--- src/rtl/vga_pixel_out.sv ---
// ---------------------------------------------------------------------------
// vga_pixel_out
// VGA raster engine. Generates the scan coordinates fed to the drawers and the
// object mux, captures the RGB levels the mux returns PIPE_LAT clocks later,
// and drives registered VGA pins with HS/VS/blank delayed by the same amount
// so that every pin refers to the same pixel.
//
// Ports
//   clk            pixel clock, rising edge
//   reset          asynchronous, active-high
//   Red_level      mux red   for the coordinate issued PIPE_LAT clocks earlier
//   Green_level    mux green (same alignment)
//   Blue_level     mux blue  (same alignment)
//   pixelX         horizontal count, 0..H_TOTAL-1 (registered)
//   pixelY         vertical count,   0..V_TOTAL-1 (registered)
//   startOfFrame   high for the single clock in which (pixelX,pixelY)==(0,0)
//   vga_r/g/b      RGB pins, forced to 0 outside the visible area
//   vga_hs/vga_vs  sync pins, active level SYNC_POL
//   vga_blank_n    1 while a visible pixel is on the pins
// ---------------------------------------------------------------------------
module vga_pixel_out #(
    parameter int   H_ACTIVE = 640,
    parameter int   H_FP     = 16,
    parameter int   H_SYNC   = 96,
    parameter int   H_BP     = 48,
    parameter int   V_ACTIVE = 480,
    parameter int   V_FP     = 10,
    parameter int   V_SYNC   = 2,
    parameter int   V_BP     = 33,
    parameter int   PIPE_LAT = 1,     // mux latency in clocks, 1..4
    parameter logic SYNC_POL = 1'b0   // active level of HS/VS (0 = active-low)
) (
    input  logic        clk,
    input  logic        reset,
    input  logic [3:0]  Red_level,
    input  logic [3:0]  Green_level,
    input  logic [3:0]  Blue_level,
    output logic [10:0] pixelX,
    output logic [10:0] pixelY,
    output logic        startOfFrame,
    output logic [3:0]  vga_r,
    output logic [3:0]  vga_g,
    output logic [3:0]  vga_b,
    output logic        vga_hs,
    output logic        vga_vs,
    output logic        vga_blank_n
);

    localparam int H_TOTAL = H_ACTIVE + H_FP + H_SYNC + H_BP;
    localparam int V_TOTAL = V_ACTIVE + V_FP + V_SYNC + V_BP;

    localparam logic [10:0] H_LAST     = 11'(H_TOTAL - 1);
    localparam logic [10:0] V_LAST     = 11'(V_TOTAL - 1);
    localparam logic [10:0] H_VIS_END  = 11'(H_ACTIVE);
    localparam logic [10:0] V_VIS_END  = 11'(V_ACTIVE);
    localparam logic [10:0] H_SYNC_BEG = 11'(H_ACTIVE + H_FP);
    localparam logic [10:0] H_SYNC_END = 11'(H_ACTIVE + H_FP + H_SYNC);
    localparam logic [10:0] V_SYNC_BEG = 11'(V_ACTIVE + V_FP);
    localparam logic [10:0] V_SYNC_END = 11'(V_ACTIVE + V_FP + V_SYNC);

    // ------------------------------------------------------------------
    // Scan counters. run_q stays low until the first edge after reset so
    // that edge presents (0,0) with startOfFrame rather than skipping it.
    // ------------------------------------------------------------------
    logic [10:0] x_q, x_d;
    logic [10:0] y_q, y_d;
    logic        run_q;
    logic        sof_q, sof_d;

    always_comb begin
        // NOTE: every combinational output gets a default first, so no path can leave one unassigned and infer a latch.
        x_d = x_q;
        y_d = y_q;
        if (run_q) begin
            if (x_q == H_LAST) begin
                x_d = '0;
                y_d = (y_q == V_LAST) ? 11'd0 : y_q + 11'd1;
            end else begin
                x_d = x_q + 11'd1;
            end
        end
        // Registered so the pulse lines up with the counts it describes.
        sof_d = (x_d == 11'd0) && (y_d == 11'd0);
    end

    always_ff @(posedge clk or posedge reset) begin
        if (reset) begin
            x_q   <= '0;
            y_q   <= '0;
            run_q <= 1'b0;
            sof_q <= 1'b0;
        end else begin
            // NOTE: state registers use non-blocking assignments so every register samples pre-edge values.
            x_q   <= x_d;
            y_q   <= y_d;
            run_q <= 1'b1;
            sof_q <= sof_d;
        end
    end

    // ------------------------------------------------------------------
    // Timing decode from the current counts. The idle (pre-run) clock is
    // treated as blank so the pins stay dark until (0,0) is really issued.
    // ------------------------------------------------------------------
    logic vis, hs_act, vs_act;

    always_comb begin
        vis    = run_q && (x_q < H_VIS_END) && (y_q < V_VIS_END);
        hs_act = run_q && (x_q >= H_SYNC_BEG) && (x_q < H_SYNC_END);
        vs_act = run_q && (y_q >= V_SYNC_BEG) && (y_q < V_SYNC_END);
    end

    // ------------------------------------------------------------------
    // Delay lines matching the mux latency; bit PIPE_LAT-1 carries the
    // timing of the coordinate whose RGB is arriving this clock.
    // ------------------------------------------------------------------
    logic [PIPE_LAT-1:0] vis_sr_q, hs_sr_q, vs_sr_q;
    logic                d_vis, d_hs, d_vs;

    always_ff @(posedge clk or posedge reset) begin
        if (reset) begin
            // NOTE: these shift registers are cleared on reset (unlike a RAM) so no stale visible/sync flag reaches the pins afterwards.
            vis_sr_q <= '0;
            hs_sr_q  <= '0;
            vs_sr_q  <= '0;
        end else begin
            vis_sr_q[0] <= vis;
            hs_sr_q[0]  <= hs_act;
            vs_sr_q[0]  <= vs_act;
            for (int i = 1; i < PIPE_LAT; i++) begin
                vis_sr_q[i] <= vis_sr_q[i-1];
                hs_sr_q[i]  <= hs_sr_q[i-1];
                vs_sr_q[i]  <= vs_sr_q[i-1];
            end
        end
    end

    assign d_vis = vis_sr_q[PIPE_LAT-1];
    assign d_hs  = hs_sr_q[PIPE_LAT-1];
    assign d_vs  = vs_sr_q[PIPE_LAT-1];

    // ------------------------------------------------------------------
    // Pin register: RGB is forced to black whenever the delayed flag says
    // the pixel is outside the visible area, regardless of the mux.
    // ------------------------------------------------------------------
    logic [3:0] r_q, g_q, b_q;
    logic       hs_q, vs_q, blank_n_q;

    always_ff @(posedge clk or posedge reset) begin
        if (reset) begin
            r_q       <= '0;
            g_q       <= '0;
            b_q       <= '0;
            blank_n_q <= 1'b0;
            hs_q      <= ~SYNC_POL;
            vs_q      <= ~SYNC_POL;
        end else begin
            r_q       <= d_vis ? Red_level   : 4'h0;
            g_q       <= d_vis ? Green_level : 4'h0;
            b_q       <= d_vis ? Blue_level  : 4'h0;
            blank_n_q <= d_vis;
            hs_q      <= d_hs ? SYNC_POL : ~SYNC_POL;
            vs_q      <= d_vs ? SYNC_POL : ~SYNC_POL;
        end
    end

    assign pixelX       = x_q;
    assign pixelY       = y_q;
    assign startOfFrame = sof_q;
    assign vga_r        = r_q;
    assign vga_g        = g_q;
    assign vga_b        = b_q;
    assign vga_hs       = hs_q;
    assign vga_vs       = vs_q;
    assign vga_blank_n  = blank_n_q;

endmodule

--- config.mk ---
export PLATFORM = sky130hd
export DESIGN_NAME = vga_pixel_out
export DESIGN_NICKNAME = d
export VERILOG_FILES = /design/src/rtl/vga_pixel_out.sv
export SDC_FILE = /design/constraint.sdc
export NUM_CORES = 1
export LEC_CHECK = 0
export ABC_CLOCK_PERIOD_IN_PS = 3900
export BUFFER_PORTS_ARGS = -buffer_cell sky130_fd_sc_hd__buf_2
export CELL_PAD_IN_SITES_DETAIL_PLACEMENT = 1
export CELL_PAD_IN_SITES_GLOBAL_PLACEMENT = 1
export CORE_MARGIN = 2
export CORE_UTILIZATION = 30
export CTS_CLUSTER_DIAMETER = 40
export DETAILED_ROUTE_END_ITERATION = 10
export PLACE_DENSITY_LB_ADDON = 0.1
export SETUP_SLACK_MARGIN = 0.2
export SLEW_MARGIN = 25
export SYNTH_ARGS = -nofsm -noshare
export SYNTH_HDL_FRONTEND = slang
export SYNTH_SLANG_ARGS = --single-unit
--- constraint.sdc ---
create_clock -name clk -period 3.9 [get_ports clk]
set_input_delay 0.195 -clock clk [delete_from_list [all_inputs] [get_ports clk]]
set_output_delay 0.195 -clock clk [all_outputs]
set_load 0.005 [all_outputs]
=== Word level (Yosys, flattened, before mapping) ===
Cells that the tools add are included.

* Flip-flop bits (word level): 42
* Bits of input ports: 14
* Output and inout bits: 38
* Logic and storage cells: 42

* Add/subtract/negate cells: 2
* Magnitude comparators: 6
* Eq/ne operators: 2
* Muxes and demuxes: 10
* Reductions and logical operators: 9

{| class="wikitable"
|+ Operators with widths
! operator !! count
|-
| 11-bit two-way mux || 5
|-
| 11-bit by 1-bit adder with 11-bit output (second input constant) || 2
|-
| 11-bit by 10-bit == test with 1-bit output (second input constant) || 2
|-
| 11-bit zero test || 2
|-
| 11-bit by 10-bit < comparator with 1-bit output (second input constant) || 2
|-
| 11-bit by 9-bit < comparator with 1-bit output (second input constant) || 2
|-
| 4-bit two-way mux || 3
|-
| 11-bit by 10-bit >= comparator with 1-bit output (second input constant) || 1
|-
| 11-bit by 9-bit >= comparator with 1-bit output (second input constant) || 1
|-
| 1-bit logical AND || 7
|-
| 1-bit two-way mux || 2
|}

=== Logic depth before layout (Yosys ltp) ===
Gate-level depths: netlist of the first run.

* Word-level depth: 6
* Gate-level depth with buffers: 9
* Mapped depth without buffers: 8

=== Worst setup path after synthesis of the first run ===
Ideal clock, no wire load.

* Kind: register to register
* Start: register x_q[1] (netlist: pixelX[1])
* End: register sof_q (netlist: startOfFrame)
* Setup time: 121 ps
* Arrival time: 2074 ps
* Required time: 3779 ps
* Setup slack: 1705 ps
* Cell stages (with the launch flop): 10
* Buffers on the path: 2
* Period minus slack after synthesis: 2195 ps
* Cells stage by stage: dfrtp_1 -> ha_1 -> and2_1 -> clkbuf_1 -> and4_1 -> buf_2 -> nand3_1 -> mux2i_1 -> a21oi_1 -> and4b_1

* Word-level cells in the longest chain between the ends: 5
* Elaborated cells on any way between the ends: 9
* Classes of those cells: 1 x add/sub; 1 x eq/ne; 4 x mux; 3 x reduce/logical

{| class="wikitable"
|+ Ends and longest elaborated chain
! item !! line !! text
|-
| start, declared || 65 || <nowiki>logic [10:0] x_q, x_d;</nowiki>
|-
| start signal, assigned || 88 || <nowiki>x_q <= '0;</nowiki>
|-
| start signal, assigned || 94 || <nowiki>x_q <= x_d;</nowiki>
|-
| 11-bit by 1-bit adder with 11-bit output or 11-bit by 10-bit == test with 1-bit output (tied branches) || 79, 75 ||
|-
| 11-bit two-way mux || 75 || <nowiki>if (x_q == H_LAST) begin</nowiki>
|-
| 11-bit two-way mux || 74 || <nowiki>if (run_q) begin</nowiki>
|-
| 11-bit zero test || 83 || <nowiki>sof_d = (x_d == 11'd0) && (y_d == 11'd0);</nowiki>
|-
| 1-bit logical AND (*) || 83 ||
|-
| via sof_d || 68 || <nowiki>logic sof_q, sof_d;</nowiki>
|-
| end signal, assigned || 91 || <nowiki>sof_q <= 1'b0;</nowiki>
|-
| end signal, assigned || 97 || <nowiki>sof_q <= sof_d;</nowiki>
|-
| end, declared || 68 ||
|}

Mark *: on every way through the listed nets, which the timed path passes. The rest lies on a longest branch.

=== Final worst setup path of the first run ===
* Start: register x_q[0] (netlist: pixelX[0])
* End: register sof_q (netlist: startOfFrame)

The elaborated chain is that of the path after synthesis.

==> impl_results.md, run 1 <==
- Final Hold Vio Count: 0
- Placeable core area: 6790 µm²
- EDFF count, synth: 0
- Rel. slew slack: 56.7%
- Synthesized cell area: 2100 µm²
- CTS tree: built
- Fin util: 36.8%
- Worst setup path class: flop to flop
- Syn Inst Count: 208
- Unique masters post-synth: 43
- Post-route ant nets: 0
- Clk_skew: 0.00525 ns
- Finished Layout Cells: 348
- Arrival time at the worst endpoint: 2.93 ns
- GPL Wtd Cong: 0.744
- Post-synth ARST share: 100%
- Area grow syn2layout: 19.0%
- Yosys top cell by area: dfrtp_1
- Initial DRC count: 54
- Cell Pwr Density: 443 nW/µm²
- Routed WL: 5390 µm
- Die Wd: 87.7 µm
- HPWL after DPL: 3870 µm
- Startpoint Class: flop
- Max Clk Rate: 363 MHz
- Top FF cell, synth: dfrtp_1
- Final worst path period share: 70.7%
- Total global-route track usage: 14.7%
- Setup fix buffers added after clock tree synthesis: 0
- Clock Pin Slew Worst Setup and Hold Paths: 0.08 ns
- Initial antenna violation count: 0
- Vias/cell: 4.80
- Die height: 87.7 µm
- Crit-path max FO: 18
- Number of global-route vias before repair: 1683
- Setup Total Neg Slack: 0 ns
- # IOs: 52
- Global-route wire length before repair: 8740 µm
- Layout cells sized above 1: 26.6%
- Number of diodes: 0
- Post-synth top area share: 47.7%
- GRT overflow: 0
- MaxCap Viol Count: 0
- Drt wl/cell: 15.5 µm
- Pin count of the biggest net entering global routing: 43
- Layout Nets: 268
- CP Capture Type: flop
- CTS Hold Bufs: 0
- Root Driver: clkbuf_8
- Synth warn: 0
- Final setup vio count: 0
- Critical path's slowest cell: and4_1
- Static Leakage: 1.17 nW
- IO Port Bufs: 51
- Yosys reg bits: 42
- CP required: 4.08 ns
- Max VDD drop: 0.210 mV
- H-tree Lvls: 2
- Via count: 1669
- CTS sink cnt: 42
- Slew Viols, Final: 0
- RSZ-0062 raised after global routing: no
- Final min period: 2.76 ns
- Initial Utilization: 30.9%
- First drt pass iteration count: 4
- Outcome: finished, final reports clean
- Worst min-delay path class: input pin to asynchronous set/reset pin
- Syn nets: 225
- Most frequent cell after synthesis: dfrtp_1
- Bufs on Longest Clock Path: 2
- Clk_lat worst skew: 0.29 ns
- Syn_area_per_cell: 10.1 µm²
- Slowest cell delay on critical path: 0.68 ns
- DP Cell Count: 340
- Sequential cell area fraction in the yosys report: 50.2%
- Top cells by area, synth: dfrtp_1 48%, and2_1 4.2%, xnor2_1 3.8%
- Slew @ Worst Pin: 0.650 ns
- CP Cell Sequence: ha_1 -> and2_1 -> and4_1 -> nand3_1 -> mux2i_1 -> a21oi_1 -> and4b_1
- Num CTS Buffers: 5
- Remaining DRCs: 0
- Commonest cells in the netlist: 40 x dfrtp_1, 15 x nand3_1, 14 x and2_1, 13 x nor2_1
- Post-CTS Resized: 0
- Total Die Area: 7680 µm²
- Rows: 30
==> worst paths after layout <==
kind	slack (ns)	startpoint	depth (start not counted)	to
min in group clk	0.12	Green_level[2]	2	vga_g[2]$_DFF_PP0_
hold / removal	0.01	reset	3	vga_g[2]$_DFF_PP0_
setup / recovery	1.14	pixelX[0]$_DFF_PP0_	7	startOfFrame$_DFF_PP0_
max in group asynchronous	3.50	reset	3	pixelY[4]$_DFF_PP0_
hold reg to reg	0.35	d_vs$_DFF_PP0_	1	vga_vs$_DFF_PP1_
setup reg to reg	1.14	pixelX[0]$_DFF_PP0_	7	startOfFrame$_DFF_PP0_
==> cell type report <==
class                   instances  area (µm²)
fillers                       791        4300
flip-flops and latches         42        1050
multi-input cells             143         948
repair buffers                 52         263
well taps                      96         120
clock buffers                   6        72.6
inverters                       7        26.3
clock inverters                 2        13.8
==> where the power goes <==
part | switching, W | internal, W
Sequential | 0.0000902 | 0.000479
Combinational | 0.000134 | 0.000123
Clock | 0.000154 | 0.000127
==> metrics by stage <==
step | worst slack (ns) | total power (W) | area, µm² | hold slack (ns)
2_1_floorplan | 1.71 | 0.000746 | 2100 | 0.324
3_3_place_gp | 1.26 | 0.000835 | 2410 | 0.338
3_5_place_dp | 1.15 | 0.000838 | 2410 | 0.345
4_1_cts | 1.11 | 0.00113 | 2500 | 0.0455
5_1_grt | 0.930 | 0.00119 | 2500 | 0.0865
6_report | 1.14 | 0.00111 | 2500 | 0.0105
==> layer usage <==
layer  vias to the layer above  GRT usage (%)  wire [µm]
met1                       810           20.7       2600
met4                         0           2.94         24
met2                        48           23.6       2490
met5                         -              0          0
li1                        809              -          -
met3                         2           3.20        280
==> sequential cells by signal, summed over array words and instances, names as in the netlist <==
name and cells:
d_hs 1, vga_g 4, pixelX 11, vga_r 4
vga_vs 1, startOfFrame 1, d_vs 1, vga_blank_n 1
pixelY 11, d_vis 1, vga_hs 1, run_q 1
vga_b 4
==> worst max-delay path, delay by kind of cell, from the launching register on <==
family / cells / cell delay, ns
simple gates: 4 / 1.54
fa+ha+maj: 1 / 0.26
flops: 1 / 0.50
compound gates: 1 / 0.16
mux: 1 / 0.18
==> cell families after synthesis <==
family | share of synthesized area (%)
and+or+nand+nor | 25.3
adders and majority gates | 1.79
muxes | 2.56
buffers and inverters | 4.65
xor gates and xnor gates | 6.26
other | 0.179
DFF | 50.2
AOI/OAI and AO/OA | 9.12
==> cells in the final DEF, fill, tap and decap left out, types with 5 or more instances in the layout <==
cell,netlist,final
nand3_1,15,15
a21oi_1,10,10
xor2_1,6,6
nand2_1,12,12
and2_1,14,14
o21ai_0,6,6
nor2_1,13,13
nor3_1,5,5
xnor2_1,9,9
buf_2,3,51
inv_1,7,6
clkbuf_8,0,5
dfrtp_1,40,40
Power figures use the tool's default switching activity.
==> run 2: changes to the inputs <==
--- a/config.mk
+++ b/config.mk
@@ -5,7 +5,7 @@
 export SDC_FILE = /design/constraint.sdc
 export NUM_CORES = 1
 export LEC_CHECK = 0
-export ABC_CLOCK_PERIOD_IN_PS = 3900
+export ABC_CLOCK_PERIOD_IN_PS = 2600
 export BUFFER_PORTS_ARGS = -buffer_cell sky130_fd_sc_hd__buf_2
 export CELL_PAD_IN_SITES_DETAIL_PLACEMENT = 1
 export CELL_PAD_IN_SITES_GLOBAL_PLACEMENT = 1
==> constraint.sdc (replaced) <==
create_clock -name clk -period 2.6 [get_ports clk]
set_input_delay 0.13 -clock clk [delete_from_list [all_inputs] [get_ports clk]]
set_output_delay 0.13 -clock clk [all_outputs]
set_load 0.005 [all_outputs]
==> run 2 against run 1 <==
Net effect:
- die area unchanged
- largest power group unchanged
- via count increased by 7.2%
- clock skew about the same
- count of clock-buffer cells in the layout unchanged
- critical path type unchanged
- global-route usage increased by 0.74 points
- total power increased by 67%
- register-to-register slack got worse by 0.90 ns
- sequential share of layout area decreased by 3.6 points
- first-iteration DRC count increased by 43%
==> impl_results.md, run 2 (synthesis results as in run 1) <==
- # IOs: 52
- GRT met2 Usage: 23.4%
- Root Driver: clkbuf_8
- Slowest cell delay on critical path: 0.56 ns
- First drt pass iteration count: 4
- Remaining DRCs: 0
- Placeable core area: 6790 µm²
- H-tree Lvls: 2
- Initial DRC count: 77
- Routed WL: 5870 µm
- CTS tree: built
- Most frequent cells in the layout: 51 x buf_2, 38 x dfrtp_1, 24 x buf_4
- Die height: 87.7 µm
- Drt wl/cell: 15.7 µm
- Static Leakage: 1.30 nW
- Via count: 1790
- Fin util: 40.3%
- RSZ-0062 raised after global routing: yes
- Die Wd: 87.7 µm
- Commonest non-fill, non-tap cell in the layout: buf_2
- Met3 Usage GRT: 3.39%
- Finished Layout Cells: 373
- Number of global-route vias before repair: 1700
- Rows: 30
- Hold Slack: 0.0373 ns
- Final Hold Vio Count: 0
- Clk_lat worst skew: 0.30 ns
- CTS sink cnt: 42
- Worst setup path class: flop to flop
- Bufs on Longest Clock Path: 2
- Initial Utilization: 30.9%
- Max VDD drop: 0.257 mV
- Clock Pin Slew Worst Setup and Hold Paths: 0.09 ns
- Layout cells sized above 1: 35.4%
- Area grow syn2layout: 30.3%
- GRT overflow: 0
- MaxCap Viol Count: 0
- Final min period: 2.35 ns
- Outcome: finished, final reports clean
- Worst min-delay path class: input pin to flop
- # fillers: 787
- Pin count of the biggest net entering global routing: 31
- Met1 global-route usage: 22.0%
- CP Cell Sequence: or4_4 -> or4_4 -> buf_6 -> a21oi_1 -> mux2i_1 -> a21oi_1 -> and4b_1
- Arrival time at the worst endpoint: 2.59 ns
- Total Die Area: 7680 µm²
- Clk_skew: 0.00494 ns
- Layout Nets: 293
- IO Port Bufs: 51
- Cell Pwr Density: 675 nW/µm²
- CP required: 2.84 ns
- Total global-route track usage: 15.5%
- Cell area after layout: 2740 µm²
- Vias/cell: 4.80
- Critical path's slowest cell: or4_4
- Global-route wire length before repair: 9160 µm
- Crit-path max FO: 6
- DP Cell Count: 354
- GR peak layer: met2
- Final setup vio count: 0
- Final worst path period share: 90.6%
- Placed cell areas: 2520 µm²
- Startpoint Class: flop
- Max Clk Rate: 425 MHz
- Post-route ant nets: 0
- GPL Wtd Cong: 0.775
- Number of diodes: 0
- Setup Total Neg Slack: 0 ns
- CP Capture Type: flop
- Initial antenna violation count: 0
- Rel. slew slack: 63.6%
- Slew Viols, Final: 0
- HPWL after DPL: 4160 µm
- Num CTS Buffers: 5
- Slew @ Worst Pin: 0.546 ns
run 2: cell count changes in the layout (fill, tap and decap cells not counted), moves of 2 or more:
cell and delta:
buf_4 +23, dfrtp_1 -2, dfrtp_2 +2, or4_1 -2
or4_4 +2
run 2: final timing paths:
path	startpoint	slack (ns)	endpoint	cells past startpoint
worst max-delay path	pixelY[7]$_DFF_PP0_	0.25	startOfFrame$_DFF_PP0_	7
worst min-delay path	Red_level[0]	0.04	vga_r[0]$_DFF_PP0_	2
worst max register to register	pixelY[7]$_DFF_PP0_	0.25	startOfFrame$_DFF_PP0_	7
worst min register to register	d_vs$_DFF_PP0_	0.36	vga_vs$_DFF_PP1_	1
max in group asynchronous	reset	1.61	pixelY[2]$_DFF_PP0_	4
min in group asynchronous	reset	0.40	pixelY[6]$_DFF_PP0_	3
run 2: layout make-up:
class                           count  area [µm²]  share of cell area (%)
Sequential cell                    42        1060                    38.6
Multi-Input combinational cell    143         966                    35.3
Timing Repair Buffer               77         457                    16.7
Tap cell                           96         120                    4.39
Clock buffer                        6        72.6                    2.65
Clock inverter                      2        37.5                    1.37
Inverter                            7        27.5                    1.01
run 2: timing repair:
item / in CTS / in global routing
hold buffers: 1 / 0
pin swaps: 0 / 1
endpoints found under the hold margin: 27 / 0
buffers inserted: 0 / 10
setup endpoints to repair: 1 / 1
resized for setup: 1 / 8
gates cloned: 0 / 0
run 2: layer usage:
layer	part of all wire (%)	wire [µm]	vias up
li1	-	-	856
met2	46	2690	54
met5	0	0	-
met4	1.3	76	0
met3	4.9	289	7
met1	48	2810	873
run 2: worst max-delay path, delay by kind of cell (launching register included):
kind,cells,cell delay (ns)
compound gates,2,0.29
buf+inv,1,0.16
flops,1,0.45
mux,1,0.11
simple gates,3,1.29
run 2: metrics by stage:
stage               setup slack, ns  power, W
finish                        0.245   0.00185
global route                  0.169   0.00197
CTS                           0.256   0.00187
detailed placement            0.136   0.00134
global placement              0.209   0.00132
floorplan                     0.405   0.00112
run 2: where the power goes:
group	total [W]	switching, W	internal, W
Sequential	0.000799	0.0000797	0.000720
Clock	0.000528	0.000241	0.000287
Combinational	0.000521	0.000273	0.000248
Total	0.00185	0.000594	0.00125
